$ cat src/rtl/mem_lsu_pkg.sv
// mem_lsu_pkg: shared encodings for the MEM-stage load/store unit
package mem_lsu_pkg;
  localparam logic [1:0] DM_BYTE = 2'b00, DM_HALFWORD = 2'b01, DM_WORD = 2'b10;
  localparam logic [1:0] RFW_FROM_ALU = 2'b00, RFW_FROM_MEM = 2'b01, RFW_FROM_PC = 2'b10;
  localparam logic ENABLE = 1'b1, DISABLE = 1'b0;
  localparam logic [31:0] DATA_INITIAL = 32'h0000_0000;
  typedef enum logic [1:0] {LSU_IDLE = 2'b00, LSU_BUSY = 2'b01, LSU_DONE = 2'b10} lsu_state_e;
endpackage

$ cat src/rtl/mem_lsu_if.sv
// mem_lsu_if: req/ack data-memory port; master = LSU, slave = memory
//   req/we/addr/be/wdata driven by master, rdata/ack driven by slave
interface mem_lsu_if;
  logic req, we, ack;
  logic [31:0] addr, wdata, rdata;
  logic [3:0] be;
  modport master(output req, we, addr, be, wdata, input rdata, ack);
  modport slave(input req, we, addr, be, wdata, output rdata, ack);
endinterface

$ cat src/rtl/mem_lsu_load_fmt.sv
// lsu_load_fmt: lane-extracts read data by off, then zero/sign-extends byte/half
//   rdata: raw memory word, width/sign: access type, off: addr[1:0], data: result
module lsu_load_fmt
  import mem_lsu_pkg::*;
(
  input  logic [31:0] rdata,
  input  logic [1:0]  width,
  input  logic        sign,
  input  logic [1:0]  off,
  output logic [31:0] data
);
  logic [31:0] sh;
  always_comb begin
    sh = rdata >> {off, 3'b000};
    data = width == DM_BYTE ? {{24{sign & sh[7]}}, sh[7:0]} :
           width == DM_HALFWORD ? {{16{sign & sh[15]}}, sh[15:0]} : sh;
  end
endmodule

$ cat src/rtl/mem_lsu.sv
// mem_lsu: MEM-stage load/store unit with req/ack memory port and registered writeback
//   clk, rst_n (async active-low); in_*: EX/MEM register fields
//   dm: mem_lsu_if master port; mem_stall: pipeline hold
//   mem_RFWe/mem_rfwaddr/mem_rfwdata: writeback/forwarding; bus_err: timeout/trap pulse
//   MISALIGN_TRAP_EN: when defined, misaligned accesses trap instead of being issued
module mem_lsu
  import mem_lsu_pkg::*;
#(
  parameter int TIMEOUT = 16,
  parameter int CNT_W   = 5
) (
  input  logic        clk,
  input  logic        rst_n,
  input  logic        in_valid,
  input  logic [31:0] in_aluout,
  input  logic [31:0] in_wdata,
  input  logic [31:0] in_pc,
  input  logic        in_DMWe,
  input  logic        in_DMsign,
  input  logic [1:0]  in_DMwidth,
  input  logic [3:0]  in_DWea,
  input  logic        in_RFWe,
  input  logic [1:0]  in_RFWsrc,
  input  logic [4:0]  in_rfwaddr,
  mem_lsu_if.master   dm,
  output logic        mem_stall,
  output logic        mem_RFWe,
  output logic [4:0]  mem_rfwaddr,
  output logic [31:0] mem_rfwdata,
  output logic        bus_err
);
  lsu_state_e state;
  logic [CNT_W-1:0] cnt;
  logic [1:0] width, off;
  logic sign, ld;
  logic [4:0] rd;
  logic [31:0] ld_data;
  logic is_mem, mis;
  assign is_mem = in_valid & (in_DMWe | in_RFWsrc == RFW_FROM_MEM);
`ifdef MISALIGN_TRAP_EN
  assign mis = (in_DMwidth == DM_WORD & |in_aluout[1:0]) | (in_DMwidth == DM_HALFWORD & in_aluout[0]);
`else
  assign mis = DISABLE;
`endif
  assign mem_stall = (state == LSU_IDLE & is_mem) | state == LSU_BUSY;
  lsu_load_fmt u_fmt (.rdata(dm.rdata), .width(width), .sign(sign), .off(off), .data(ld_data));
  always_ff @(posedge clk or negedge rst_n)
    if (!rst_n) begin
      state <= LSU_IDLE;
      cnt <= '0;
      dm.req <= DISABLE;
      dm.we <= DISABLE;
      dm.addr <= DATA_INITIAL;
      dm.be <= '0;
      dm.wdata <= DATA_INITIAL;
      width <= DM_BYTE;
      sign <= 1'b0;
      off <= '0;
      ld <= 1'b0;
      rd <= '0;
      mem_RFWe <= DISABLE;
      mem_rfwaddr <= '0;
      mem_rfwdata <= DATA_INITIAL;
      bus_err <= 1'b0;
    end else begin
      bus_err <= 1'b0;
      mem_RFWe <= DISABLE;
      case (state)
        LSU_IDLE: begin
          cnt <= '0;
          if (is_mem) begin
            // a trapped access skips BUSY so the bus never sees it
            state <= mis ? LSU_DONE : LSU_BUSY;
            dm.req <= !mis;
            bus_err <= mis;
            dm.we <= in_DMWe;
            dm.addr <= {in_aluout[31:2], 2'b00};
            dm.be <= 4'(in_DWea << in_aluout[1:0]);
            dm.wdata <= in_wdata << {in_aluout[1:0], 3'b000};
            width <= in_DMwidth;
            sign <= in_DMsign;
            off <= in_aluout[1:0];
            ld <= !in_DMWe & in_RFWe;
            rd <= in_rfwaddr;
          end else if (in_valid) begin
            mem_RFWe <= in_RFWe & |in_rfwaddr;
            mem_rfwaddr <= in_rfwaddr;
            mem_rfwdata <= in_RFWsrc == RFW_FROM_PC ? in_pc : in_aluout;
          end
        end
        LSU_BUSY: begin
          cnt <= cnt + 1'b1;
          if (dm.ack) begin
            state <= LSU_DONE;
            dm.req <= DISABLE;
            mem_RFWe <= ld & |rd;
            mem_rfwaddr <= rd;
            mem_rfwdata <= ld_data;
          end else if (cnt == CNT_W'(TIMEOUT - 1)) begin
            state <= LSU_DONE;
            dm.req <= DISABLE;
            bus_err <= 1'b1;
          end
        end
        default: state <= LSU_IDLE;
      endcase
    end
endmodule

$ cat src/flat_wrapper.sv
// flat-port wrapper written by rule: the top's interface ports become plain ports
module mem_lsu_flat import mem_lsu_pkg::*;
#(
  parameter int TIMEOUT = 16,
  parameter int CNT_W   = 5
)
  (clk, rst_n, in_valid, in_aluout, in_wdata, in_pc, in_DMWe, in_DMsign, in_DMwidth, in_DWea, in_RFWe, in_RFWsrc, in_rfwaddr, mem_stall, mem_RFWe, mem_rfwaddr, mem_rfwdata, bus_err, dm_req, dm_we, dm_addr, dm_be, dm_wdata, dm_rdata, dm_ack);
  mem_lsu_if dm_i ();
  input  logic clk;
  input  logic rst_n;
  input  logic in_valid;
  input  logic [31:0] in_aluout;
  input  logic [31:0] in_wdata;
  input  logic [31:0] in_pc;
  input  logic in_DMWe;
  input  logic in_DMsign;
  input  logic [1:0] in_DMwidth;
  input  logic [3:0] in_DWea;
  input  logic in_RFWe;
  input  logic [1:0] in_RFWsrc;
  input  logic [4:0] in_rfwaddr;
  output logic mem_stall;
  output logic mem_RFWe;
  output logic [4:0] mem_rfwaddr;
  output logic [31:0] mem_rfwdata;
  output logic bus_err;
  output wire logic [$bits(dm_i.req)-1:0] dm_req;
  output wire logic [$bits(dm_i.we)-1:0] dm_we;
  output wire logic [$bits(dm_i.addr)-1:0] dm_addr;
  output wire logic [$bits(dm_i.be)-1:0] dm_be;
  output wire logic [$bits(dm_i.wdata)-1:0] dm_wdata;
  input wire logic [$bits(dm_i.rdata)-1:0] dm_rdata;
  input wire logic [$bits(dm_i.ack)-1:0] dm_ack;
  assign dm_req = dm_i.req;
  assign dm_we = dm_i.we;
  assign dm_addr = dm_i.addr;
  assign dm_be = dm_i.be;
  assign dm_wdata = dm_i.wdata;
  assign dm_i.rdata = dm_rdata;
  assign dm_i.ack = dm_ack;
  mem_lsu #(.TIMEOUT(TIMEOUT), .CNT_W(CNT_W)) u_core (.clk(clk), .rst_n(rst_n), .in_valid(in_valid), .in_aluout(in_aluout), .in_wdata(in_wdata), .in_pc(in_pc), .in_DMWe(in_DMWe), .in_DMsign(in_DMsign), .in_DMwidth(in_DMwidth), .in_DWea(in_DWea), .in_RFWe(in_RFWe), .in_RFWsrc(in_RFWsrc), .in_rfwaddr(in_rfwaddr), .dm(dm_i), .mem_stall(mem_stall), .mem_RFWe(mem_RFWe), .mem_rfwaddr(mem_rfwaddr), .mem_rfwdata(mem_rfwdata), .bus_err(bus_err));
endmodule
$ cat config.mk
export PLATFORM = sky130hd
export DESIGN_NAME = mem_lsu_flat
export DESIGN_NICKNAME = d
export VERILOG_FILES = /design/src/rtl/mem_lsu_pkg.sv /design/src/rtl/mem_lsu_if.sv /design/src/rtl/mem_lsu_load_fmt.sv /design/src/rtl/mem_lsu.sv /design/src/flat_wrapper.sv
export SDC_FILE = /design/constraint.sdc
export NUM_CORES = 1
export LEC_CHECK = 0
export ABC_AREA = 1
export ABC_CLOCK_PERIOD_IN_PS = 5100
export CAP_MARGIN = 0
export CORE_MARGIN = 2
export CORE_UTILIZATION = 40
export DETAILED_ROUTE_END_ITERATION = 8
export PLACE_DENSITY = 0.74
export SLEW_MARGIN = 0
export SYNTH_ARGS = -nofsm -noshare
export SYNTH_HDL_FRONTEND = slang
export SYNTH_SLANG_ARGS = --single-unit
$ cat constraint.sdc
create_clock -name clk -period 5.1 [get_ports clk]
set_clock_uncertainty 0.05 [all_clocks]
set_input_delay 1.275 -clock clk [delete_from_list [all_inputs] [get_ports clk]]
set_output_delay 1.275 -clock clk [all_outputs]
set_load 0.05 [all_outputs]
# Word level (Yosys, flattened, before mapping)
# Cells that the tools add are included.
[classes]
n_eq_ne = 10
n_shift = 3
bitwise = 9
n_mux = 27
reduce_logical = 10
add_sub_neg = 1
[op_table]
columns = ["operator", "count"]
rows = [
  ["32-bit two-way mux", 6],
  ["32-bit case mux with 2 select lines", 1],
  ["32-bit by 5-bit << shifter with 32-bit output", 1],
  ["32-bit by 5-bit >> shifter with 32-bit output", 1],
  ["5-bit case mux with 2 select lines", 2],
  ["5-bit two-way mux", 3],
  ["5-bit OR reduction", 2],
  ["1-bit two-way mux", 9],
  ["1-bit bitwise AND", 7],
  ["2-bit by 1-bit equality test with 1-bit output (second input constant)", 3],
  ["2-bit two-way mux", 3],
  ["2-bit != test (second input constant)", 3],
  ["5-bit by 1-bit adder with 5-bit output (second input constant)", 1],
  ["5-bit by 4-bit equality test with 1-bit output (second input constant)", 1],
  ["2-bit logical NOT", 2],
  ["1-bit case mux with 2 select lines", 2],
  ["2-bit case mux with 2 select lines", 1],
  ["2-bit AND reduction", 2],
  ["4-bit AND reduction", 1],
  ["4-bit by 2-bit << shifter with 4-bit output", 1],
  ["3-bit != test (second input constant)", 1],
  ["3-bit AND reduction", 1],
  ["2-bit equality test (second input constant)", 1],
  ["2-bit by 1-bit != test with 1-bit output (second input constant)", 1],
  ["3 further kinds", 4],
]
[totals]
reg_bits = 125
word_cells = 76
output_inout_bits = 110
input_bits = 148

# Logic depth before layout (Yosys ltp)
# Gate-level depths: netlist of run 1.
[depth]
word_depth = 6
mapped_depth = 12
depth_no_buf = 9

# By module
# Synthesis of run 1 repeated with hierarchy kept, for this count alone.
[hier_totals]
hier_cells = 1038
hier_area_um2 = 7206.9
[modules_own_cells]
columns = ["module", "area_each_um2", "seq_area_each_um2", "n_inst", "cells_per_inst"]
rows = [
  ["mem_lsu", 6418.7, 3128.0, 1, 872],
  ["lsu_load_fmt", 788.3, 0.0, 1, 166],
]

# Least setup slack after synthesis of run 1
# Ideal clock, no wire load.
[synth_path]
path_kind = "input to output"
startpoint = "input in_RFWsrc[0]"
endpoint = "output mem_stall"
required_time_ns = 3.775
arrival_time_ns = 2.384
path_stages = 7
setup_slack_ns = 1.391
path_buffers = 3
path_cell_list = "inv_1 o21ai_1 nand3_2 buf_6 buf_2 buf_2 nand2_1"
[synth_via]
elab_chain_cells = 5
[synth_rtl]
columns = ["item", "line", "rtl"]
rows = [
  ["start, declared", "flat_wrapper.sv:20", "input logic [1:0] in_RFWsrc;"],
  ["2-bit by 1-bit equality test with 1-bit output", "mem_lsu.sv:39", "assign is_mem = in_valid & (in_DMWe | in_RFWsrc == RFW_FROM_MEM);"],
  ["1-bit bitwise OR", "mem_lsu.sv:39", ""],
  ["1-bit bitwise AND", "mem_lsu.sv:39", ""],
  ["1-bit bitwise AND", "mem_lsu.sv:45", "assign mem_stall = (state == LSU_IDLE & is_mem) | state == LSU_BUSY;"],
  ["1-bit bitwise OR", "mem_lsu.sv:45", ""],
  ["end, declared", "flat_wrapper.sv:22", "output logic mem_stall;"],
]
# No other way between the ends.

# Worst setup path in the final report of run 1
# Ends and elaborated chain as after synthesis.

==> results.txt, run 1 <==
Clock Tree Buf Depth: 2
Top_reg_cell synth: dfrtp_1
Fin nets: 1362
Final wirelength: 23100 um
Post-DR wirelength/cell: 16.0 um
DRT Pass-1 Iters: 5
R2r startpoint: u_core.off[0]
Final non-filler cell total: 1447
Num CTS Buffers: 17
Final TNS setup: 0 ps
Cells on worst reg2reg path: 9
Die height: 135 um
Antenna violations before repair: 1
Clock transition at path regs: 60 ps
Critical path arrival: 2370 ps
Final worst slack: 1400 ps
Initial core utilization: 41.2%
HPWL after detailed placement: 16700 um
Aggregate global routing overflow: 0
Post-synth ARST share: 100%
Total GRT Usage: 25.6%
Antenna-violating nets left: 0
EDFF count, synth: 0
Total core area: 16600 um^2
Final Hold Fails: 0
Min-delay src: u_core.mem_rfwaddr[4]
CP required: 3770 ps
Min Hold Slack: 426 ps
Slew HR: 42.4%
DR vias/cell: 4.92
H-tree depth: 4
Power per cell area: 662 nW/um^2
Leak: 4.84 nW
Worst R2R Setup Slack: 2390 ps
Post-CTS Hold Buffers: 0
Sequential share of the synthesized area: 45.7%
CTS tree: yes
Layout cells sized above 1: 4.08%
Slew Viols, Final: 0
Synth-to-Final Area Change: 46.5%
Crit path kind: input pin to output port
Final count of negative-setup-slack endpoints: 0
Yosys cell types: 31
Placed inst area: 9420 um^2
Fmax: 0.270 GHz
Tcrit/Tclk final: 72.5%
Number of global-route vias before repair: 6647
Tot Pwr: 6.65 mW
Row Count: 47
Synth warn: 0
Hold Path Class: flop to flop
Initial drt markers: 583
CP startpoint kind: input pin
Worst-path fanout max: 2
Die Wd: 135 um
Status: finished clean
Pin count of the biggest net entering global routing: 79
Maximum VDD drop: 0.000423 V
First-pass GRT wire length: 35800 um
Post-Syn Instances: 991
Total of max-cap violations: 0
Syn Area/Cell: 6.91 um^2
Worst hold path endpoint: u_core.mem_rfwaddr[4]
RSZ-0062 raised after global routing: false
Placed insts: 1413
Final core occ: 60.3%
Via count: 7116
Post-synth top cells: nand2_1 (409), o21ai_0 (127), dfrtp_1 (125)
Die area: 18200 um^2
I/O pin cnt: 258
Synth top area cells: dfrtp_1 (46%), nand2_1 (22%), o21ai_0 (9.3%)
Post-CTS Setup Inserts: 0
GP Congestion: 0.900
Place WS: 1400 ps
FF+latch count, synth: 125
Clk sink count: 125
I/O Buffers: 255
Synthesized area: 6850 um^2
Final instance area: 10000 um^2
Worst hold stages: 2
Worst R2R End: u_core.mem_rfwdata[29]
Most frequent cell after synthesis: nand2_1
Fin crit period: 3700 ps
CTS resizes: 0
Tightest Pin Transition: 864 ps
CTS root buf: clkbuf_16
Area leader, netlist: dfrtp_1
DR DRC count: 0
Critical Path End Type: output port
Skew-Pair Late Insertion Delay: 430 ps
Share of the synthesized area in the top cell type: 45.7%
## area by class of cell
class	instances	area (um^2)
inverters	80	300
well taps	220	275
multi-input cells	726	3100
flip-flops and latches	125	3130
clock buffers	23	478
fillers	1562	6600
clock inverters	9	134
diodes	2	5.00
repair buffers	262	2620
## power by group
group | switching (mW) | internal (mW) | leakage, nW | total (mW)
registers | 0.308 | 1.42 | 1.58 | 1.73
clock network | 0.459 | 0.809 | 0.298 | 1.27
logic | 2.50 | 1.15 | 2.97 | 3.65
total | 3.26 | 3.38 | 4.84 | 6.65
## how the worst max path moves through the flow
stage                  from   endpoint  slack, ps  cells past startpoint
6_report       in_RFWsrc[0]  mem_stall       1400                      6
5_1_grt        in_RFWsrc[0]  mem_stall       1340                      6
3_5_place_dp   in_RFWsrc[0]  mem_stall       1400                      6
3_3_place_gp   in_RFWsrc[0]  mem_stall       1420                      6
2_1_floorplan  in_RFWsrc[0]  mem_stall       1390                      7
4_1_cts        in_RFWsrc[0]  mem_stall       1400                      6
## layout by cell type, fill, tap and decap left out, types with 6 or more instances in the layout
master,n
buf_4,7
o22ai_1,6
clkdlybuf4s50_1,253
clkbuf_16,17
a211oi_1,8
nor3_1,6
nand2_1,409
dfrtp_1,125
nand3_1,44
nor2_1,97
o21ai_0,127
a21oi_1,6
inv_1,75
## flip-flops by register name (all words and copies together) (netlist names), 2 cells and up
register,count
u_core.width,2
u_core.dm.wdata,32
u_core.mem_rfwaddr,5
u_core.dm.addr,30
u_core.cnt,5
u_core.mem_rfwdata,32
u_core.dm.be,4
u_core.state,2
u_core.rd,5
u_core.off,2
## routing by layer
layer | vias to the layer above | share of wire, % | wire length [um] | global-route usage [%]
met5 | - | 0 | 0 | 0
met4 | 0 | 3.1 | 728 | 10.3
met3 | 40 | 7.7 | 1790 | 7.17
met2 | 283 | 47 | 10900 | 39.9
met1 | 3249 | 42 | 9720 | 33.8
li1 | 3544 | - | - | -
## kinds of logic after synthesis
logic type,Yosys count,synth area share [%]
compound gates,157,12.1
xor+xnor,1,0.128
fa+ha+maj,2,0.365
buf+inv,141,9.20
flops,125,45.7
other cells,1,0.0547
simple gates,564,32.5
## critical path: stages
cell and delay [ps]:
clkdlybuf4s50_1 450, inv_1 50, o21ai_1 230, nand3_4 90
nand2_1 120, buf_12 150
Note: power is estimated with default switching activity, not from simulation.
==> inputs of run 2 (changes only) <==
--- a/config.mk
+++ b/config.mk
@@ -6,7 +6,7 @@
 export NUM_CORES = 1
 export LEC_CHECK = 0
 export ABC_AREA = 1
-export ABC_CLOCK_PERIOD_IN_PS = 5100
+export ABC_CLOCK_PERIOD_IN_PS = 3800
 export CAP_MARGIN = 0
 export CORE_MARGIN = 2
 export CORE_UTILIZATION = 40
==> constraint.sdc (replaced) <==
create_clock -name clk -period 3.8 [get_ports clk]
set_clock_uncertainty 0.05 [all_clocks]
set_input_delay 0.95 -clock clk [delete_from_list [all_inputs] [get_ports clk]]
set_output_delay 0.95 -clock clk [all_outputs]
set_load 0.05 [all_outputs]
==> results.txt, run 2 (same netlist as run 1, synthesis figures left out) <==
R2r startpoint: u_core.off[1] (was u_core.off[0])
Cells on worst reg2reg path: 8 (was 9)
GP Congestion: 0.885 (was 0.900)
Worst R2R End: u_core.mem_rfwdata[30] (was u_core.mem_rfwdata[29])
I/O Buffers: 255 (unchanged)
Status: finished clean (unchanged)
Hold Path Class: flop to flop (unchanged)
Placed inst area: 9480 um^2 (was 9420 um^2)
Total GRT Usage: 26.0% (was 25.6%)
Worst hold stages: 2 (unchanged)
CP delay by family, top: buffers and inverters (unchanged)
DRT Pass-1 Iters: 6 (was 5)
Leak: 4.91 nW (was 4.84 nW)
DR DRC count: 0 (unchanged)
Row Count: 47 (unchanged)
CTS resizes: 0 (unchanged)
I/O pin cnt: 258 (unchanged)
Via count: 7121 (was 7116)
Aggregate global routing overflow: 0 (unchanged)
Crit path buffers/inverters: 3 (unchanged)
Die area: 18200 um^2 (unchanged)
Initial core utilization: 41.2% (unchanged)
RSZ-0062 raised after global routing: false (unchanged)
Antenna violations before repair: 2 (was 1)
Fin nets: 1364 (was 1362)
Final worst slack: 701 ps (was 1400 ps)
Post-DR wirelength/cell: 16.1 um (was 16.0 um)
Commonest non-fill, non-tap cell in the layout: nand2_1 (unchanged)
Min-delay src: u_core.dm.wdata[22] (was u_core.mem_rfwaddr[4])
Synth-to-Final Area Change: 48.5% (was 46.5%)
Final core occ: 61.1% (was 60.3%)
Met1 GRT Util: 34.3% (was 33.8%)
Delay of the slowest critical-path stage: 470 ps (was 450 ps)
Worst hold path endpoint: u_core.dm.wdata[22] (was u_core.mem_rfwaddr[4])
First-pass GRT wire length: 36300 um (was 35800 um)
Slowest CP cell: clkdlybuf4s50_1 (unchanged)
Slew Viols, Final: 0 (unchanged)
Top flop regs: u_core.dm.wdata: 32 flops, u_core.mem_rfwdata: 32 flops, u_core.dm.addr: 30 flops (unchanged)
DR vias/cell: 4.91 (was 4.92)
CTS root buf: clkbuf_16 (unchanged)
Min Hold Slack: 428 ps (was 426 ps)
Fillers: 1497 (was 1562)
CTS tree: yes (unchanged)
Maximum VDD drop: 0.000507 V (was 0.000423 V)
Pin count of the biggest net entering global routing: 120 (was 79)
Final instance area: 10200 um^2 (was 10000 um^2)
Die Wd: 135 um (unchanged)
CP startpoint kind: input pin (unchanged)
Worst R2R Setup Slack: 1300 ps (was 2390 ps)
Clock transition at path regs: 50 ps (was 60 ps)
Final count of negative-setup-slack endpoints: 0 (unchanged)
Layout cells sized above 1: 4.40% (was 4.08%)
GR Layer Usage met3: 6.64% (was 7.17%)
HPWL after detailed placement: 16800 um (was 16700 um)
Multi-input combinational cell area: 3100 um^2 (unchanged)
Final wirelength: 23300 um (was 23100 um)
Most frequent cells in the layout: nand2_1 (409), clkdlybuf4s50_1 (253), o21ai_0 (127) (unchanged)
H-tree depth: 4 (unchanged)
Number of global-route vias before repair: 6700 (was 6647)
Total of max-cap violations: 0 (unchanged)
Final Hold Fails: 0 (unchanged)
CP cell instances: clkdlybuf4s50_1 > inv_1 > o21ai_1 > nand3_4 > nand2_1 > buf_12 (unchanged)
Crit path kind: input pin to output port (unchanged)
Critical Path End Type: output port (unchanged)
Tot Pwr: 9.18 mW (was 6.65 mW)
Placed insts: 1415 (was 1413)
Worst-path fanout max: 2 (unchanged)
Skew-Pair Late Insertion Delay: 420 ps (was 430 ps)
Antenna-violating nets left: 0 (unchanged)
Post-CTS Setup Inserts: 0 (unchanged)
Critical path arrival: 2100 ps (was 2370 ps)
Total core area: 16600 um^2 (unchanged)
Post-CTS Hold Buffers: 0 (unchanged)
Fin crit period: 3100 ps
Slew HR: 39.4% (was 42.4%)
Tightest Pin Transition: 909 ps (was 864 ps)
Power per cell area: 903 nW/um^2 (was 662 nW/um^2)
Num CTS Buffers: 17 (unchanged)
GR Layer Usage met2: 40.5% (was 39.9%)
Clock Tree Buf Depth: 2 (unchanged)
Final non-filler cell total: 1449 (was 1447)
Tcrit/Tclk final: 81.5%
Final TNS setup: 0 ps (unchanged)
Clk sink count: 125 (unchanged)
CP required: 2800 ps (was 3770 ps)
Place WS: 680 ps (was 1400 ps)
Fmax: 0.323 GHz
Most Used Layer, Global Route: met2 (unchanged)
Initial drt markers: 623 (was 583)
FF+latch area: 3130 um^2 (unchanged)
Die height: 135 um (unchanged)
==> run 2: cell count changes in the layout (fill, tap and decap cells not counted), sizes merged <==
cell | before | now
buf | 9 | 11
inv | 81 | 80
clkbuf | 23 | 22
bufinv | 3 | 6
clkinvlp | 1 | 0
==> run 2: tightest hold or removal path: cells and delay by family, from the launching register on <==
kind / cells / cell delay [ps]
flops: 1 / 340
simple gates: 2 / 100
==> run 2: worst max path at each step <==
stage	endpoint	cells past startpoint	slack (ps)	start
after floorplan	mem_stall	7	740	in_RFWsrc[0]
after global placement	u_core.dm.wdata[16]	8	720	in_RFWsrc[0]
after detailed placement	u_core.dm.wdata[21]	8	680	in_RFWsrc[0]
after CTS	mem_stall	6	710	in_RFWsrc[0]
after global routing	mem_stall	6	640	in_RFWsrc[0]
final	mem_stall	6	700	in_RFWsrc[0]
==> run 2: power breakdown <==
part	total (mW)	internal [mW]	switching [mW]
registers	2.33	1.91	0.417
clock network	1.91	1.30	0.606
logic	4.95	1.57	3.38
==> run 2: final cells by class <==
| class | count | area share, % |
|---|---|---|
| flip-flops and latches | 125 | 30.7 |
| multi-input cells | 726 | 30.5 |
| repair buffers | 264 | 26.2 |
| clock buffers | 22 | 4.76 |
| inverters | 80 | 2.95 |
| well taps | 220 | 2.71 |
| clock inverters | 10 | 2.04 |
| diodes | 2 | 0.0492 |
==> run 2: routing by layer <==
| layer | wire, um | part of all wire [%] |
|---|---|---|
| met1 | 9760 | 42 |
| met2 | 10900 | 47 |
| met3 | 1760 | 7.5 |
| met4 | 828 | 3.6 |
| met5 | 0 | 0 |
==> inputs of run 3 (changes only) <==
--- a/config.mk
+++ b/config.mk
@@ -6,7 +6,7 @@
 export NUM_CORES = 1
 export LEC_CHECK = 0
 export ABC_AREA = 1
-export ABC_CLOCK_PERIOD_IN_PS = 3800
+export ABC_CLOCK_PERIOD_IN_PS = 3180
 export CAP_MARGIN = 0
 export CORE_MARGIN = 2
 export CORE_UTILIZATION = 40
==> constraint.sdc (replaced) <==
create_clock -name clk -period 3.18 [get_ports clk]
set_clock_uncertainty 0.05 [all_clocks]
set_input_delay 0.795 -clock clk [delete_from_list [all_inputs] [get_ports clk]]
set_output_delay 0.795 -clock clk [all_outputs]
set_load 0.05 [all_outputs]
==> results.txt, run 3 (same netlist as run 1, synthesis figures left out) <==
Num CTS Buffers: 17 (unchanged)
Initial core utilization: 41.2% (unchanged)
Final TNS setup: 0 ps (unchanged)
Worst-path fanout max: 4 (was 2)
FF+latch area: 3130 um^2 (unchanged)
Min Hold Slack: 254 ps (was 428 ps)
Multi-input combinational cell area: 3100 um^2 (unchanged)
Delay of the slowest critical-path stage: 450 ps (was 470 ps)
GP Congestion: 0.876 (was 0.885)
H-tree depth: 4 (unchanged)
Commonest non-fill, non-tap cell in the layout: nand2_1 (unchanged)
Final wirelength: 23200 um (was 23300 um)
Tightest Pin Transition: 920 ps (was 909 ps)
Total core area: 16600 um^2 (unchanged)
Power per cell area: 1060 nW/um^2 (was 903 nW/um^2)
Maximum VDD drop: 0.000665 V (was 0.000507 V)
HPWL after detailed placement: 17100 um (was 16800 um)
Initial drt markers: 590 (was 623)
Crit path kind: input pin to output port (unchanged)
Place WS: 366 ps (was 680 ps)
Row Count: 47 (unchanged)
DR vias/cell: 4.93 (was 4.91)
Die area: 18200 um^2 (unchanged)
Fillers: 1582 (was 1497)
Post-CTS Hold Buffers: 0 (unchanged)
Total GRT Usage: 25.9% (was 26.0%)
Die Wd: 135 um (unchanged)
Final core occ: 61.0% (was 61.1%)
Leak: 4.90 nW (was 4.91 nW)
Aggregate global routing overflow: 0 (unchanged)
Critical Path End Type: output port (unchanged)
Tot Pwr: 10.8 mW (was 9.18 mW)
Skew-Pair Late Insertion Delay: 430 ps (was 420 ps)
Total of max-cap violations: 0 (unchanged)
Critical path arrival: 1960 ps (was 2100 ps)
Slew Viols, Final: 0 (unchanged)
Slowest CP cell: clkdlybuf4s50_1 (unchanged)
Final non-filler cell total: 1454 (was 1449)
Fin crit period: 2810 ps
Clock Tree Buf Depth: 2 (unchanged)
Final Hold Fails: 0 (unchanged)
Placed insts: 1421 (was 1415)
Pin count of the biggest net entering global routing: 97 (was 120)
Antenna violations before repair: 1 (was 2)
Die height: 135 um (unchanged)
Final instance area: 10200 um^2 (about the same)
Top flop regs: u_core.dm.wdata: 32 flops, u_core.mem_rfwdata: 32 flops, u_core.dm.addr: 30 flops (unchanged)
Clk sink count: 125 (unchanged)
Slew HR: 38.7% (was 39.4%)
Hold Path Class: input pin to asynchronous set/reset pin (was flop to flop)
I/O pin cnt: 258 (unchanged)
CP cell instances: clkdlybuf4s50_1 > inv_1 > o21ai_1 > nand3_4 > nand2_1 > buf_12 (unchanged)
CTS tree: yes (unchanged)
DR DRC count: 0 (unchanged)
Via count: 7167 (was 7121)
Post-DR wirelength/cell: 15.9 um (was 16.1 um)
Layout cells sized above 1: 4.95% (was 4.40%)
CTS root buf: clkbuf_16 (unchanged)
Antenna-violating nets left: 0 (unchanged)
I/O Buffers: 255 (unchanged)
Number of global-route vias before repair: 6837 (was 6700)
Placed inst area: 9530 um^2 (was 9480 um^2)
Final worst slack: 372 ps (was 701 ps)
Final count of negative-setup-slack endpoints: 0 (unchanged)
Clock transition at path regs: 60 ps (was 50 ps)
First-pass GRT wire length: 36200 um (was 36300 um)
Fmax: 0.356 GHz
Post-CTS Setup Inserts: 0 (unchanged)
Synth-to-Final Area Change: 48.2% (was 48.5%)
RSZ-0062 raised after global routing: false (unchanged)
CTS resizes: 0 (unchanged)
Status: finished clean (unchanged)
Most frequent cells in the layout: nand2_1 (409), clkdlybuf4s50_1 (253), o21ai_0 (127) (unchanged)
Fin nets: 1370 (was 1364)
CP startpoint kind: input pin (unchanged)
Tcrit/Tclk final: 88.3%
CP required: 2330 ps (was 2800 ps)
DRT Pass-1 Iters: 6 (unchanged)
==> run 3: per-layer routing <==
metal	routed length (um)	GRT usage, %
met1	9680	34.0
met2	10900	40.9
met3	1780	6.12
met4	765	11.8
met5	0	0
==> run 3: worst paths after layout <==
check | end | cells past startpoint | startpoint | slack, ps
worst max-delay path | mem_stall | 6 | in_RFWsrc[0] | 370
worst min-delay path | u_core.dm.addr[24] | 1 | rst_n | 250
worst max register to register | u_core.mem_rfwdata[8] | 7 | u_core.off[0] | 910
worst min register to register | u_core.mem_rfwdata[7] | 2 | u_core.mem_rfwdata[7] | 430
max in group asynchronous | u_core.dm.wdata[6] | 2 | rst_n | 2110
min in group clk | u_core.mem_rfwdata[7] | 2 | u_core.mem_rfwdata[7] | 430
==> run 3: final cells by class <==
cell class,instances,share of cell area (%)
Clock inverter,14,1.77
Clock buffer,18,4.32
Sequential cell,125,30.8
Antenna cell,1,0.0246
Inverter,80,2.96
Multi-Input combinational cell,726,30.6
Timing Repair Buffer,270,26.8
Tap cell,220,2.71
==> run 3: report_power, final <==
part | internal [mW] | total (mW) | switching [mW]
sequential | 2.28 | 2.79 | 0.503
clock | 1.27 | 2.04 | 0.779
combinational | 1.90 | 5.92 | 4.02
==> run 3: critical path, delay by kind of cell <==
| family | cells | cell delay [ps] |
|---|---|---|
| buffers and inverters | 3 | 640 |
| AO/OA/AOI/OAI | 1 | 230 |
| AND/OR/NAND/NOR | 2 | 290 |
